==> config.mk <==
export PLATFORM = sky130hd
export DESIGN_NAME = rtlfuzz_commit_monitor
export DESIGN_NICKNAME = d
export VERILOG_FILES = /design/src/rtl/rtlfuzz_commit_monitor.sv
export SDC_FILE = /design/constraint.sdc
export NUM_CORES = 1
export LEC_CHECK = 0
export CORE_MARGIN = 3
export CORE_UTILIZATION = 47
export DETAILED_ROUTE_END_ITERATION = 10
export MAX_ROUTING_LAYER = met4
export PLACE_DENSITY = 0.8
export SKIP_LAST_GASP = 1
export SLEW_MARGIN = 20
export SYNTH_ARGS = -nofsm -noshare
export SYNTH_HDL_FRONTEND = slang
export SYNTH_SLANG_ARGS = --single-unit
==> constraint.sdc <==
create_clock -name clock -period 1.4 [get_ports clock]
set_clock_uncertainty 0.05 [all_clocks]
set_input_delay 0.42 -clock clock [delete_from_list [all_inputs] [get_ports clock]]
set_output_delay 0.42 -clock clock [all_outputs]
set_load 0.01 [all_outputs]
==> src/rtl/rtlfuzz_commit_monitor.sv <==
// rtlfuzz_commit_monitor
// Watches the per-cycle retirement trace and keeps shadow copies of gp (x3)
// and a0 (x10). It raises a sticky end-of-test flag on one of two conditions:
// a `j .` self-loop retiring twice at the same PC, or an `ecall` retiring
// while gp holds the pass value.
//
// Trace semantics: `valid` qualifies pc/inst/hartid for exactly one cycle.
// There is no back-pressure, so the monitor must accept every retirement.
// The long-latency write-back port (mstatus[6:1] plus wdata) is qualified
// by mstatus[1] alone and is independent of `valid`.
module rtlfuzz_commit_monitor #(
    parameter int unsigned              PC_W     = 40,
    parameter int unsigned              XLEN     = 64,
    parameter int unsigned              HARTID_W = 1,
    parameter logic [XLEN-1:0]          PASS_GP  = {{(XLEN-1){1'b0}}, 1'b1}
) (
    input  logic                clock,
    input  logic                reset,
    input  logic                valid,
    input  logic [HARTID_W-1:0] hartid,
    input  logic [PC_W-1:0]     pc,
    input  logic [31:0]         inst,
    input  logic [XLEN-1:0]     wdata,
    input  logic [6:0]          mstatus,
    output logic                finish
);

    localparam logic [4:0]  REG_GP   = 5'd3;
    localparam logic [4:0]  REG_A0   = 5'd10;
    localparam logic [31:0] INST_JSELF = 32'h0000_006f;
    localparam logic [31:0] INST_ECALL = 32'h0000_0073;

    // hartid is carried for trace completeness only; nothing depends on it.
    logic unused_hartid;
    assign unused_hartid = ^hartid;

    logic [XLEN-1:0] gp_q, gp_d;
    logic [XLEN-1:0] a0_q, a0_d;
    logic [PC_W-1:0] last_pc_q, last_pc_d;
    logic            last_vld_q, last_vld_d;
    logic            finish_q, finish_d;

    logic [4:0] rd;
    logic [4:0] ll_rd;
    logic       ll_we;
    logic       writes_rd;
    logic       ret_we;
    logic       trig_self_loop;
    logic       trig_pass_ecall;

    assign rd    = inst[11:7];
    assign ll_rd = mstatus[6:2];
    assign ll_we = mstatus[1];

    // Decode which uncompressed opcodes architecturally write rd.
    always_comb begin
        writes_rd = 1'b0;
        if (inst[1:0] == 2'b11) begin
            unique case (inst[6:0])
                7'b0110111,                 // lui
                7'b0010111,                 // auipc
                7'b1101111,                 // jal
                7'b1100111,                 // jalr
                7'b0000011,                 // loads
                7'b0010011,                 // op-imm
                7'b0110011,                 // op
                7'b0011011,                 // op-imm-32
                7'b0111011,                 // op-32
                7'b0101111: writes_rd = 1'b1; // amo
                7'b1110011: writes_rd = (inst[14:12] != 3'b000); // csr ops only
                default:    writes_rd = 1'b0;
            endcase
        end
    end

    // Retirement write is suppressed while the data is still in flight;
    // it shows up later on the long-latency port instead.
    assign ret_we = valid && writes_rd && !mstatus[0];

    // Triggers look at the registered gp value, not at this cycle's update.
    assign trig_self_loop  = valid && (inst == INST_JSELF) && last_vld_q
                             && (pc == last_pc_q);
    assign trig_pass_ecall = valid && (inst == INST_ECALL) && (gp_q == PASS_GP);

    // Next-state for shadows, last-PC tracker and the sticky flag.
    // The long-latency write is applied last so it wins a same-register clash.
    always_comb begin
        gp_d       = gp_q;
        a0_d       = a0_q;
        last_pc_d  = last_pc_q;
        last_vld_d = last_vld_q;
        finish_d   = finish_q;

        if (ret_we && (rd == REG_GP)) gp_d = wdata;
        if (ret_we && (rd == REG_A0)) a0_d = wdata;
        if (ll_we && (ll_rd == REG_GP)) gp_d = wdata;
        if (ll_we && (ll_rd == REG_A0)) a0_d = wdata;

        if (valid) begin
            last_pc_d  = pc;
            last_vld_d = 1'b1;
        end

        if (trig_self_loop || trig_pass_ecall) finish_d = 1'b1;
    end

    // State register with asynchronous active-low clear.
    always_ff @(posedge clock or negedge reset) begin
        if (!reset) begin
            gp_q       <= '0;
            a0_q       <= '0;
            last_pc_q  <= '0;
            last_vld_q <= 1'b0;
            finish_q   <= 1'b0;
        end else begin
            gp_q       <= gp_d;
            a0_q       <= a0_d;
            last_pc_q  <= last_pc_d;
            last_vld_q <= last_vld_d;
            finish_q   <= finish_d;
        end
    end

    assign finish = finish_q;

endmodule

==> results.txt, run 1 <==
Critical R2R Capture = finish
Final Net Count = 671
final setup TNS = -22.68 ns
Max Root-Sink Buffers = 2
Synth Register Bits = 106
worst reg-to-reg setup slack = -0.17 ns
data required time of the worst path = 1.60 ns
reg2reg start = last_pc_q[12]
initial antenna violation count = 0
Crit Path Class = in -> reg
FMAX = 559 MHz
DR vias/cell = 5.16
EDFF count, synth = 0
Final Max Slew Viols = 0
largest net degree at the start of global routing = 69
Mapped Avg Cell Area = 15.1 sq um
CP delay by family, top = buffers and inverters
Die W = 109 um
IO Count = 148
Setup crit end kind = flop
post-route ant nets = 0
dpl cell area = 0.00683 sq mm
final hold violation count = 0
Comb pwr share = 0.241
Most used DFF post-synth = dfrtp_1
Final setup viols = 65
P_int = 0.00577 W
clk sinks = 106
unrepaired setup endpoints after global routing = true
crit path buf inv count = 3
crit path max fanout = 7
Clk pin slew, worst setup/hold paths = 0.11 ns
VDD IR max = 0.000554 V
net load switching power = 0.00202 W
fin area = 0.00738 sq mm
sequential power share = 0.504
DP Cell Count = 636
CP Data Arrival Time = 1.99 ns
worst-margin pin slew = 0.521 ns
post-route setup slack = -0.390 ns
Sw Share = 0.259
Power per Cell Area = 1060 mW/mm^2
global-route wire length before repair = 18,800 um
IO Port Bufs = 146
Vias = 3,419
violation count after the first detailed-route iteration = 119
dpl hpwl = 8700 um
fraction of layout cells with a size suffix above 1 = 0.384
Crit-path slowest cell = mux2_4
Multi-input gate area = 0.00237 sq mm
cells after synthesis = 328
Die Area = 0.0118 sq mm
worst-skew pair later-pin latency = 0.37 ns
Die Ht = 109 um
Seq. cell area = 0.00265 sq mm
register area share after synthesis = 0.537
WL/cell = 18.4 um
GR Overflow Total = 0
max-cap viol count = 0
crit path launch type = input pin
normalized max-slew margin = 0.653
Min-Delay Path Class = in -> async
Core ar. = 0.0100 sq mm
initial cell density of the core = 0.494
Synth cell types = 26
CTS Buf Count = 9
Post-Synthesis Cell Area = 0.00494 sq mm
CP cell instances = clkdlybuf4s15_1 -> nor3_4 -> nor4_4 -> a32oi_4 -> buf_12 -> clkbuf_16 -> mux2_4
First-pass DRT Iterations = 4
FF-to-FF path depth = 5
drt total wl = 12,200 um
routability congestion estimate = 0.812
Filler cells = 656
total track usage = 0.215
outcome = complete, but fails checks
Layout area overhead = 49.4%
leak pwr = 3.33 nW
Place WS = -1.25 ns
Residual DRC = 0
critical path launch point = inst[4]
number of placement rows = 36
final std cells w/o fill = 662
Async S/R FF share, synth = 1.00
Critical Path Max Stage Delay = 0.29 ns
Final period util = 1.28
Clk pwr share = 0.255
vias in the first global route = 3,790
# H-tree levels = 3
Mapped Nets = 475
CTS tree = yes
synth warn = 0
failing checks = negative setup slack
n_diodes = 0
Tmin final = 1.79 ns
Clock Tree Root = clkbuf_8
==> synthesized netlist by cell type, types with 3 or more instances <==
cell type    n  area (sq um)
mux2_2      44           495
nor4b_1      5          43.8
xnor2_1     37           324
nand2b_1     3          18.8
mux2_4      60           901
dfrtp_1    106          2650
nor2_1       4          15.0
buf_6        6          67.6
clkbuf_1     4          15.0
nor4_1      18           113
nand3_1      5          25.0
nand4_1     12          75.1
nor3_1       8          40.0
==> repair_timing <==
item                       4_1_cts  5_1_grt
hold buffers                     1        0
buffers inserted                 6        1
pin swaps                       25        6
gates cloned                     3        1
setup endpoints to repair       66       66
resized for setup               97       11
hold endpoints to repair         4        0
==> kinds of logic after synthesis <==
kind of cell	synth area share
AOI/OAI and AO/OA	0.0122
xor gates and xnor gates	0.0692
buffers and inverters	0.0182
DFF	0.537
muxes	0.283
and+or+nand+nor	0.0806
==> power by group through the flow <==
| stage | registers (W) | clock network [W] | logic, W |
|---|---|---|---|
| 2_1_floorplan | 0.00383 | 0 | 0.000954 |
| 3_5_place_dp | 0.00393 | 0 | 0.00180 |
| 5_1_grt | 0.00399 | 0.00216 | 0.00201 |
| 4_1_cts | 0.00390 | 0.00202 | 0.00187 |
| 6_report | 0.00393 | 0.00199 | 0.00188 |
| 3_3_place_gp | 0.00389 | 0 | 0.00174 |
==> cells in the final DEF (no fill, tap or decap), types with 2 or more instances in the layout <==
cell type	count
nand4_1	12
clkdlybuf4s15_1	3
nor2b_1	2
nand2b_1	3
nor3_2	3
nor4b_2	2
nor2_1	4
dlygate4sd2_1	20
nor3_1	3
nand3_1	3
clkbuf_8	9
buf_6	6
inv_6	3
nor4_2	7
nor4b_4	2
nor3_4	2
dfrtp_1	106
mux2_4	63
buf_8	3
xor2_1	2
mux2_2	41
buf_12	5
buf_2	5
buf_16	4
and4_1	2
buf_4	34
nor4b_1	2
nor4_1	10
clkdlybuf4s50_1	112
nand3_2	2
nor4_4	2
xnor2_1	37
==> flip-flops by register name, summed over array words and instances (netlist names) <==
register    count
last_vld_q      1
finish          1
last_pc_q      40
gp_q           64
==> how the worst max path moves through the flow <==
stage | cells after the start | slack (ns) | endpoint
4_1_cts | 10 | -0.37 | gp_q[31]
6_report | 7 | -0.39 | gp_q[34]
3_3_place_gp | 7 | -1.22 | gp_q[39]
3_5_place_dp | 6 | -1.25 | gp_q[55]
2_1_floorplan | 7 | -0.58 | gp_q[0]
5_1_grt | 8 | -0.42 | gp_q[32]
==> worst reg2reg max path, delay by kind of cell, from the launching register on <==
kind,cells,cell delay [ns]
flops,1,0.40
compound gates,1,0.19
simple gates,3,0.71
xor+xnor,1,0.15
==> stage by stage <==
step / hold slack, ns / power, W / utilization
5_1_grt: 0.345 / 0.00817 / 0.738
6_report: 0.351 / 0.00779 / 0.738
2_1_floorplan: 0.0744 / 0.00478 / -
3_3_place_gp: 0.195 / 0.00563 / 0.683
4_1_cts: 0.348 / 0.00779 / 0.733
3_5_place_dp: 0.197 / 0.00573 / 0.683
==> per-layer routing <==
layer,GRT usage,vias up,share of wire
met5,-,-,0
met4,0.0766,0,0.016
met3,0.0412,18,0.060
met2,0.357,109,0.50
met1,0.262,1697,0.42
li1,-,1595,-
==> cell type report <==
type / instances / area share
clock buffers: 9 / 0.0168
clock inverters: 7 / 0.0110
multi-input cells: 211 / 0.321
flip-flops and latches: 106 / 0.360
well taps: 133 / 0.0226
repair buffers: 196 / 0.269
No activity file was read; power rests on OpenSTA's default activity.
==> run 2, diff against run 1 <==
--- a/config.mk
+++ b/config.mk
@@ -5,8 +5,8 @@
 export SDC_FILE = /design/constraint.sdc
 export NUM_CORES = 1
 export LEC_CHECK = 0
-export CORE_MARGIN = 3
-export CORE_UTILIZATION = 47
+export ABC_AREA = 1
+export CORE_UTILIZATION = 48
 export DETAILED_ROUTE_END_ITERATION = 10
 export MAX_ROUTING_LAYER = met4
 export PLACE_DENSITY = 0.8
==> run 2 against run 1 <==
The run still ends with negative setup slack left. Clock-buffer cell count grew 1. Combinational power decreased by 5%. Highest routed layer unchanged. Critical path depth up 2. Hold slack lost 0.048 ns. Register-to-register slack better by 0.08 ns. Sequential cell count did not move. Non-clock buffer count did not move. Fmax up 20%. Cell area is 9.0% higher.
==> results.txt, run 2 <==
Setup crit end kind = flop
final setup TNS = -1.86 ns
Die Area = 0.0113 sq mm
Die Ht = 106 um
Multi-input gate area = 0.00249 sq mm
Clock Tree Root = clkbuf_8
VDD IR max = 0.000626 V
n_diodes = 0
global-route wire length before repair = 24,200 um
Die W = 106 um
initial cell density of the core = 0.501
final hold violation count = 0
Residual DRC = 0
GR peak layer = met2
Core ar. = 0.0104 sq mm
met1 usage in global routing = 0.336
Min-Delay Path Class = in -> reg
Most used DFF post-synth = dfrtp_1
DP Cell Count = 996
data required time of the worst path = 1.64 ns
drt total wl = 15,900 um
violation count after the first detailed-route iteration = 330
crit path launch type = flop
Tmin final = 1.49 ns
Biggest register = gp_q
hold depth = 3
WL/cell = 15.2 um
CP Data Arrival Time = 1.73 ns
cells after synthesis = 720
biggest registers after layout = gp_q: 64 flops, last_pc_q: 40 flops
CTS Buf Count = 9
Synth Register Bits = 106
Vias = 5,362
Async S/R FF share, synth = 1.00
Seq. cell area = 0.00265 sq mm
Final Max Slew Viols = 0
worst-margin pin slew = 0.445 ns
FF-to-FF path depth = 9
post-route setup slack = -0.0904 ns
largest net degree at the start of global routing = 65
clk sinks = 106
GR Overflow Total = 0
most frequent cells in the layout = nand2_1 (226), dfrtp_1 (106), inv_1 (93)
Synth cell types = 21
initial antenna violation count = 0
most common cell after layout, fill and taps aside = nand2_1
Final period util = 1.06
IO Count = 148
Synth area leader = dfrtp_1
normalized max-slew margin = 0.703
CTS tree = yes
DR vias/cell = 5.14
Clk pin slew, worst setup/hold paths = 0.11 ns
fraction of layout cells with a size suffix above 1 = 0.228
Mapped Nets = 867
final std cells w/o fill = 1,044
Synth top cells by count = nand2_1 (287), dfrtp_1 (106), inv_1 (104)
outcome = complete, but fails checks
Final setup viols = 53
vias in the first global route = 5,412
Layout area overhead = 54.0%
most common cell in the synthesized netlist = nand2_1
worst-skew pair later-pin latency = 0.38 ns
top area cells in the synthesized netlist = dfrtp_1 (51%), nand2_1 (21%), inv_1 (7.5%)
EDFF count, synth = 0
# H-tree levels = 3
First-pass DRT Iterations = 7
Mapped Avg Cell Area = 7.25 sq um
Filler cells = 710
number of placement rows = 37
synth warn = 0
Power per Cell Area = 938 mW/mm^2
max reg flops = 64
dpl hpwl = 9210 um
Max Root-Sink Buffers = 2
Final Net Count = 1,050
max-cap viol count = 0
post-route ant nets = 0
routability congestion estimate = 0.826
unrepaired setup endpoints after global routing = true
register area share after synthesis = 0.508
Yosys top cell area share = 0.508
crit path max fanout = 2
FMAX = 671 MHz
met3 GRT Util = 0.0319
IO Port Bufs = 146
Crit Path Class = reg -> reg
total track usage = 0.278
failing checks = negative setup slack
leak pwr = 4.16 nW
met2 usage = 0.476
Post-Synthesis Cell Area = 0.00522 sq mm
==> run 2: cell count changes after synthesis, moves of 17 or more <==
| cell | delta |
|---|---|
| mux2_4 | -60 |
| nor2_1 | +49 |
| xnor2_1 | -32 |
| inv_1 | +104 |
| nand2_1 | +286 |
| mux2_2 | -44 |
| nand3_1 | +34 |
| o21ai_0 | +50 |
| nor4_1 | -17 |
==> run 2: cells by family (layout without fill, tap and decap cells) <==
group	after synthesis	in the layout	share of synthesized area
and+or+nand+nor	408	408	0.313
buffers and inverters	129	317	0.0990
DFF	106	106	0.508
AOI/OAI and AO/OA	69	69	0.0662
xor gates and xnor gates	8	8	0.0134
==> run 2: critical path, cell delays in order (launching register included) <==
cell	delay, ns
dfrtp_1	0.37
inv_1	0.10
nand2_1	0.09
nor3_2	0.13
nand2_1	0.12
nor2_2	0.17
nand2_1	0.10
nor2_2	0.14
nand2_1	0.06
nand3_1	0.08
==> run 2: repair_timing <==
action | 4_1_cts | 5_1_grt
resized for setup | 139 | 153
buffers inserted | 23 | 3
endpoints found under the setup margin | 66 | 65
hold buffers | 1 | 0
gates cloned | 11 | 1
endpoints found under the hold margin | 24 | 0
pin swaps | 14 | 42
==> run 2: metrics by stage <==
stage               utilization  setup slack (ns)  cell area, sq um  hold slack, ns  power [W]
floorplan                     -            -0.114              5250          0.0744    0.00458
global placement          0.665            -0.746              6930           0.335    0.00526
detailed placement        0.665            -0.798              6930           0.335    0.00536
CTS                       0.740            -0.106              7710           0.364    0.00724
global route              0.772            -0.171              8040           0.327    0.00791
finish                    0.772           -0.0904              8040           0.303    0.00754
==> run 2: final cells by class <==
class	instances	share of cell area
flip-flops and latches	106	0.330
multi-input cells	485	0.309
repair buffers	196	0.265
inverters	105	0.0497
well taps	136	0.0212
clock buffers	10	0.0171
clock inverters	6	0.00716
==> run 2: worst paths after layout <==
check | from | endpoint | slack [ns]
max | gp_q[36] | finish | -0.09
min | pc[10] | last_pc_q[10] | 0.30
max reg2reg | gp_q[36] | finish | -0.09
min reg2reg | last_vld_q | last_vld_q | 0.42
max in group asynchronous | reset | gp_q[42] | 0.24
min in group asynchronous | reset | gp_q[33] | 0.52
==> run 2: routing by layer <==
layer	vias to the layer above	wire length [um]
li1	2562	-
met1	2493	6290
met2	260	8110
met3	47	973
met4	0	503
met5	-	0
==> run 2: report_power, final <==
group          internal, W  leakage [nW]  switching (W)
combinational     0.000867          2.78       0.000922
sequential         0.00357          1.28       0.000289
clock             0.000735        0.0980        0.00116
==> edit: new RTL, config.mk and constraints of run 1 <==
`gp_q` and `a0_q` no longer have a reset.
--- a/src/rtl/rtlfuzz_commit_monitor.sv
+++ b/src/rtl/rtlfuzz_commit_monitor.sv
@@ -107,20 +107,21 @@
     // State register with asynchronous active-low clear.
     always_ff @(posedge clock or negedge reset) begin
         if (!reset) begin
-            gp_q       <= '0;
-            a0_q       <= '0;
             last_pc_q  <= '0;
             last_vld_q <= 1'b0;
             finish_q   <= 1'b0;
         end else begin
-            gp_q       <= gp_d;
-            a0_q       <= a0_d;
             last_pc_q  <= last_pc_d;
             last_vld_q <= last_vld_d;
             finish_q   <= finish_d;
         end
     end
 
+    always_ff @(posedge clock) begin
+        gp_q <= gp_d;
+        a0_q <= a0_d;
+    end
+
     assign finish = finish_q;
 
 endmodule
Check against the original RTL: not equivalent (Yosys sat finds a counterexample within 4 cycles, from zero or initial values and one cycle with reset low).
==> edit against run 1 <==
- the flow still finishes with violations (setup timing)
- cell area is 12% lower
- area after synthesis is 14% lower
- setup slack improved by 0.057 ns
- hold slack better by 0.062 ns
- sequential cell count did not move
- wire length fell by 12%
- critical path type unchanged
- critical endpoint is now gp_q[46]$_DFFE_PP_
Power is not compared: it rests on default switching activity, and its combinational part moved more than twofold at a synthesized area within 25%.
==> edit: results (changes against run 1) <==
dr.pass1.iters: 4  # unchanged
use_met3_pct: 4.91  # +0.79 points
arrival_ns: 1.77  # -0.22 ns
place_congestion: 0.820  # +1.0%
area_share_nonclk_buffers_pct: 28.8  # +1.9 points
drive_gt1_share_pct: 24.2  # -14 points
tns_ns: -19.34  # +3.34 ns
dp_hpwl_um: 7480  # -14%
met3_length_um: 904  # +24%
multi_input_area_um2: 1320  # -44%
nFillCells: 546  # -17%
grt_pass1_vias: 3232  # -15%
setup_viol: 65  # unchanged
hold_path.class: "in -> reg"
gr-usage-met2_pct: 37.7  # +2.0 points
ys_seq_area_share_pct: 70.0  # +16 points
clockNetworkAreaShare_pct: 2.80  # +0.018 points
synth_fp_nets: 410  # -14%
signal_buffers: 178  # -9.2%
grtUsageTotal_pct: 22.3  # +0.80 points
viasPerCell: 5.29  # +2.4%
synth.area.top_cells: "edfxtp_1, dfrtp_1, mux2_2"
worstMarginPinSlew_ns: 0.525  # +0.00365 ns
status: "finished with violations"
grt_max_degree: 44  # -36%
worst_slack_ns: -0.333  # +0.0565 ns
clock_latency_ns: 0.36
routed_wl_um: 10700  # -12%
synthFlopType: "edfxtp_1"
gr-usage-met1_pct: 26.5  # +0.26 points
drt_iter0_drc: 116  # -2.5%
synth_edf_count: 64  # +64
inv_count: 2  # +2
seq_share_pct: 45.9  # +9.9 points
drt-met1-wl_um: 4140  # -19%
synth_common_cells: "edfxtp_1, dfrtp_1, mux2_2"
grt_pass1_wl_um: 16500  # -12%
failed_checks: "setup timing"
ys_types: 29  # +12%
-- edit: cell types whose count changed after synthesis, sizes merged, moves of 3 or more --
| cell | change |
|---|---|
| clkbuf | -4 |
| dfrtp | -64 |
| edfxtp | +64 |
| mux2 | -66 |
| o21ai | +3 |
-- edit: per-stage QoR --
stage               std cells  hold slack (ns)  area, um2
finish                    559            0.412       6480
global route              559            0.404       6480
CTS                       557            0.404       6450
detailed placement        526            0.367       5960
global placement          526            0.365       5960
floorplan                 263           0.0744       4260
-- edit: final timing paths --
path | startpoint | to | slack (ns) | depth (start not counted)
max | inst[9] | gp_q[46]$_DFFE_PP_ | -0.33 | 10
max in group asynchronous | reset | last_pc_q[5]$_DFFE_PN0P_ | 0.57 | 3
min reg2reg | last_vld_q$_DFFE_PN0P_ | last_vld_q$_DFFE_PN0P_ | 0.41 | 1
min in group asynchronous | reset | last_pc_q[36]$_DFFE_PN0P_ | 0.50 | 3
max reg2reg | last_pc_q[18]$_DFFE_PN0P_ | finish$_DFFE_PN0P_ | -0.14 | 6
min | pc[14] | last_pc_q[14]$_DFFE_PN0P_ | 0.41 | 2
-- edit: logic make-up after synthesis --
family	Yosys count	share of synthesized area (%)
AOI/OAI and AO/OA	10	1.65
xor gates and xnor gates	37	7.63
buffers and inverters	7	0.825
DFF	106	70.0
muxes	38	10.1
and+or+nand+nor	65	9.81
-- edit: worst max-delay path, stage by stage --
cell      delay (ns)
buf_6           0.09
nor4b_4         0.27
nand3_2         0.16
nor3_2          0.15
o221ai_2        0.13
nand2_4         0.09
buf_6           0.11
buf_6           0.10
buf_6           0.11
buf_16          0.12
-- edit: what timing repair did --
action                                  CTS  global route
resized for setup                        71            11
hold buffers                              1             0
pin swaps                                14             8
setup buffers                            11             3
hold endpoints to repair                 42             0
gates cloned                              6             0
endpoints found under the setup margin   66            66
